[config.mk]
export PLATFORM = sky130hd
export DESIGN_NAME = load_seq
export DESIGN_NICKNAME = d
export VERILOG_FILES = /design/src/rtl/load_seq.sv
export SDC_FILE = /design/constraint.sdc
export NUM_CORES = 1
export LEC_CHECK = 0
export BUFFER_PORTS_ARGS = -buffer_cell sky130_fd_sc_hd__buf_2
export CAP_MARGIN = 10
export CORE_MARGIN = 10
export CORE_UTILIZATION = 45
export DETAILED_ROUTE_END_ITERATION = 8
export HOLD_SLACK_MARGIN = 0.08
export PLACE_DENSITY = 0.67
export SETUP_SLACK_MARGIN = 0.3
export SYNTH_ARGS = -nofsm -noshare
export SYNTH_HDL_FRONTEND = slang
export SYNTH_SLANG_ARGS = --single-unit
[constraint.sdc]
create_clock -name clk -period 2.22 [get_ports clk]
set_clock_uncertainty 0.05 [all_clocks]
set_input_delay 0.111 -clock clk [delete_from_list [all_inputs] [get_ports clk]]
set_output_delay 0.111 -clock clk [all_outputs]
set_load 0.005 [all_outputs]
[src/rtl/load_seq.sv]
// load_seq: FIFO-buffered reload sequencer issuing immediate or wrap-aligned counter loads
module load_seq #(
    parameter int W = 4,
    parameter int DEPTH = 4
) (
    input  logic                     clk,
    input  logic                     reset,
    input  logic                     req_valid_i,
    output logic                     req_ready_o,
    input  logic [W-1:0]             req_val_i,
    input  logic                     req_imm_i,
    input  logic                     flush_i,
    input  logic [W-1:0]             count_i,
    output logic                     load_o,
    output logic [W-1:0]             load_val_o,
    output logic [$clog2(DEPTH):0]   fifo_cnt_o,
    output logic                     busy_o
);
    localparam int AW = $clog2(DEPTH);
    localparam logic [AW:0] FULL = DEPTH[AW:0];
    localparam logic [W-1:0] MAX = '1;
    localparam logic [W-1:0] MAX_M1 = {{(W-1){1'b1}}, 1'b0};
    typedef enum logic [1:0] {IDLE, ARM, FIRE} state_t;
    state_t state, state_nx;
    logic [W:0] mem [DEPTH];
    logic [AW-1:0] wr_ptr, rd_ptr;
    logic [AW:0] cnt;
    logic hold_imm, push, pop, trig;
    logic [W-1:0] hold_val, prev_count;
    assign req_ready_o = cnt != FULL && !flush_i && !reset;
    assign push = req_valid_i && req_ready_o;
    assign pop = state == IDLE && cnt != '0 && !flush_i;
    assign trig = hold_imm || count_i == MAX_M1 || (count_i == MAX && prev_count == MAX);
    assign fifo_cnt_o = cnt;
    assign busy_o = state != IDLE;
    assign load_o = state == FIRE;
    always_comb begin
        state_nx = state == IDLE ? (pop ? ARM : IDLE)
                 : state == ARM  ? (flush_i ? IDLE : trig ? FIRE : ARM)
                 : IDLE;
    end
    always_ff @(posedge clk) begin
        if (push) mem[wr_ptr] <= {req_imm_i, req_val_i};
    end
    always_ff @(posedge clk or posedge reset) begin
        if (reset) begin
            state      <= IDLE;
            wr_ptr     <= '0;
            rd_ptr     <= '0;
            cnt        <= '0;
            hold_imm   <= 1'b0;
            hold_val   <= '0;
            prev_count <= '0;
            load_val_o <= '0;
        end else begin
            state      <= state_nx;
            prev_count <= count_i;
            if (flush_i) begin
                wr_ptr <= '0;
                rd_ptr <= '0;
                cnt    <= '0;
            end else begin
                if (push) wr_ptr <= wr_ptr + 1'b1;
                if (pop) rd_ptr <= rd_ptr + 1'b1;
                cnt <= cnt + {{AW{1'b0}}, push} - {{AW{1'b0}}, pop};
            end
            if (pop) {hold_imm, hold_val} <= mem[rd_ptr];
            if (state == ARM && state_nx == FIRE) load_val_o <= hold_val;
        end
    end
endmodule

==> reports/results.txt <==
Starting Density -> 0.473
Synth top cells by count -> dfrtp_1, edfxtp_1, mux2_2
Starting DRT DRC Count -> 46
met1 global-route usage -> 0.119
Hold Crit Class -> input pin to flip-flop
Post-Syn Nets -> 132
Antenna Cells -> 0
die area -> 6810 µm²
Worst Tran Pin Value -> 844 ps
unrepaired setup endpoints after global routing -> true
leading area contributor after synthesis -> edfxtp_1
WP data required -> 2360 ps
GRT met2 Usage -> 0.176
clock slew at reported path FFs -> 70 ps
chip height -> 82.5 µm
async set-reset flop share out of synthesis -> 0.524
Worst setup SP type -> flip-flop
Max IR drop VDD -> 449 µV
global route overflow -> 0
clk_lat worst skew -> 290 ps
FF/Latch Area -> 1150 µm²
IO Port Bufs -> 22
HPWL after DPL -> 2.41 mm
Synth area leaders -> edfxtp_1, dfrtp_1, mux2_2
slowest cell on the critical path -> or4_4
die width -> 82.5 µm
synthesized instance count -> 112
Area Growth Syn to Fin -> 26.8%
Synth Flop Type -> dfrtp_1
Yosys cell types -> 28
GRT busiest layer -> met2
global placement routability congestion -> 0.817
max cap viols -> 0
Final Hold Fails -> 0
CP Buf/Inv Count -> 3
Antenna Nets Post-Route -> 0
fin area -> 2230 µm²
post-synthesis sequential area ratio -> 0.655
Slew HR -> 0.436
leakage power -> 0.933 nW
gr usage total -> 0.107
fill count -> 294
Yosys top cell area share -> 0.342
fraction of layout cells with a size suffix above 1 -> 0.433
std cell rows -> 22
crit-path max FO -> 2
Worst path max stage delay -> 550 ps
first-pass GRT wire length -> 5.44 mm
worst reg-to-reg setup slack -> 80 ps
setup TNS -> 0 ps
Routed WL per cell -> 15.7 µm
Pwr Density -> 998 nW/µm²
Seq cells post-synth -> 42
CTS Buf Count -> 5
Via density -> 5.09
clock tree buffer depth -> 2
crit-path cells -> or4_4 > inv_4 > ha_4 > inv_2 > ha_4 > inv_2 > fa_2 > xnor2_1 > nor2_1
post-placement cell area -> 1980 µm²
Worst path top cell family by delay -> adder cells
CORE AREA -> 3720 µm²
total power -> 2.22 mW
Syn. warnings -> 0
Avg Cell Area, Syn -> 15.7 µm²
most frequent cell after synthesis -> dfrtp_1
GR Layer Usage met3 -> 0.0389
Max Slew Vio Count -> 0
Sink Count -> 42
largest net degree at the start of global routing -> 23
status -> finished clean
Routed WL -> 3.22 mm
final net count -> 176
fmax -> 467 MHz
H-tree Lvls -> 2
Top Ports -> 23
arrival time worst endpoint -> 2280 ps
Tcrit/Tclk final -> 0.965
DR pass1 iterations -> 4
Vias -> 1,043
TritonCTS clock tree -> yes
Post-Syn Area -> 1760 µm²
multi-input logic area -> 609 µm²
Setup-failing EPs final -> 0
Post-synth EDFFs -> 20
antenna violations before repair -> 0
min cycle time layout -> 2140 ps
vias in the first global route -> 1,157
clock root cell -> clkbuf_8
Crit Path Category -> flip-flop to flip-flop
crit end category -> flip-flop
# DRC -> 0
## layout make-up
class,instances,share of cell area
timing repair buffer,40,0.121
multi-input combinational,60,0.273
tap,48,0.0269
clock inverter,3,0.0180
clock buffer,5,0.0309
inverter,7,0.0129
sequential,42,0.517
## per-stage QoR
step,std cells,worst slack [ps],util,hold slack [ps]
floorplan,112,-44.7,-,50.2
finish,205,77.7,0.600,116
global route,205,-6.03,0.600,117
detailed placement,187,-28.9,0.533,190
global placement,187,79.2,0.533,181
CTS,205,79.0,0.600,100
## cells by family (layout without fill, tap and decap cells)
kind of cell | Yosys count | after routing | share of synthesized area
AOI/OAI and AO/OA | 10 | 10 | 0.0377
xor gates and xnor gates | 2 | 2 | 0.00997
adders and majority gates | 7 | 7 | 0.0541
buffers and inverters | 10 | 55 | 0.0221
DFF | 42 | 42 | 0.655
muxes | 15 | 15 | 0.128
and+or+nand+nor | 26 | 26 | 0.0932
## layer usage
metal / vias to the layer above / wire length [µm] / share of wire
met1: 516 / 1310 / 0.41
li1: 493 / - / -
met4: 0 / 68 / 0.021
met5: - / 0 / 0
met3: 7 / 232 / 0.072
met2: 27 / 1610 / 0.50
## path summary, 6_finish.rpt
kind / from / to / depth (start not counted)
worst max-delay path: state[1] / fifo_cnt_o[2] / 9
worst min-delay path: flush_i / rd_ptr[0] / 3
worst max register to register: state[1] / fifo_cnt_o[2] / 9
worst min register to register: load_val_o[3] / load_val_o[3] / 1
max in group asynchronous: reset / fifo_cnt_o[1] / 3
min in group asynchronous: reset / wr_ptr[1] / 3
## layout by cell type, fill, tap and decap left out, types with 2 or more instances in the layout
cell	count
buf_2	22
dfrtp_1	21
edfxtp_1	20
mux2_2	10
dlygate4sd3_1	10
buf_4	8
mux4_2	5
clkbuf_8	5
nor2_1	4
inv_1	4
a21oi_1	4
o21ai_0	4
and3_1	4
ha_1	4
nor2b_1	3
or3b_2	2
nor3b_1	2
inv_2	2
nand3_1	2
ha_4	2
clkinv_2	2
## worst reg2reg max path, stage by stage (launching register included)
cell     delay (ps)
dfrtp_1         390
or4_4           550
inv_4            80
ha_4            190
inv_2            60
ha_4            110
inv_2            30
fa_2            350
xnor2_1         170
nor2_1           50
## flip-flops by register name, summed over array words and instances (netlist names)
signal and cells:
prev_count 4, state 2, rd_ptr 2, fifo_cnt_o 3, hold_val 4, wr_ptr 2, hold_imm 1, mem 20
load_val_o 4
## power breakdown
| part | switching, mW | internal [mW] |
|---|---|---|
| Sequential | 0.0946 | 0.946 |
| Combinational | 0.255 | 0.347 |
| Clock | 0.251 | 0.331 |
## timing repair
item                                    in CTS  in global routing
hold endpoints to repair                    46                  0
gates cloned                                 0                  0
buffers inserted                             0                  0
hold buffers                                10                  0
resized for setup                           10                  0
pin swaps                                    1                  0
endpoints found under the setup margin       2                  2
Power figures use the tool's default switching activity.
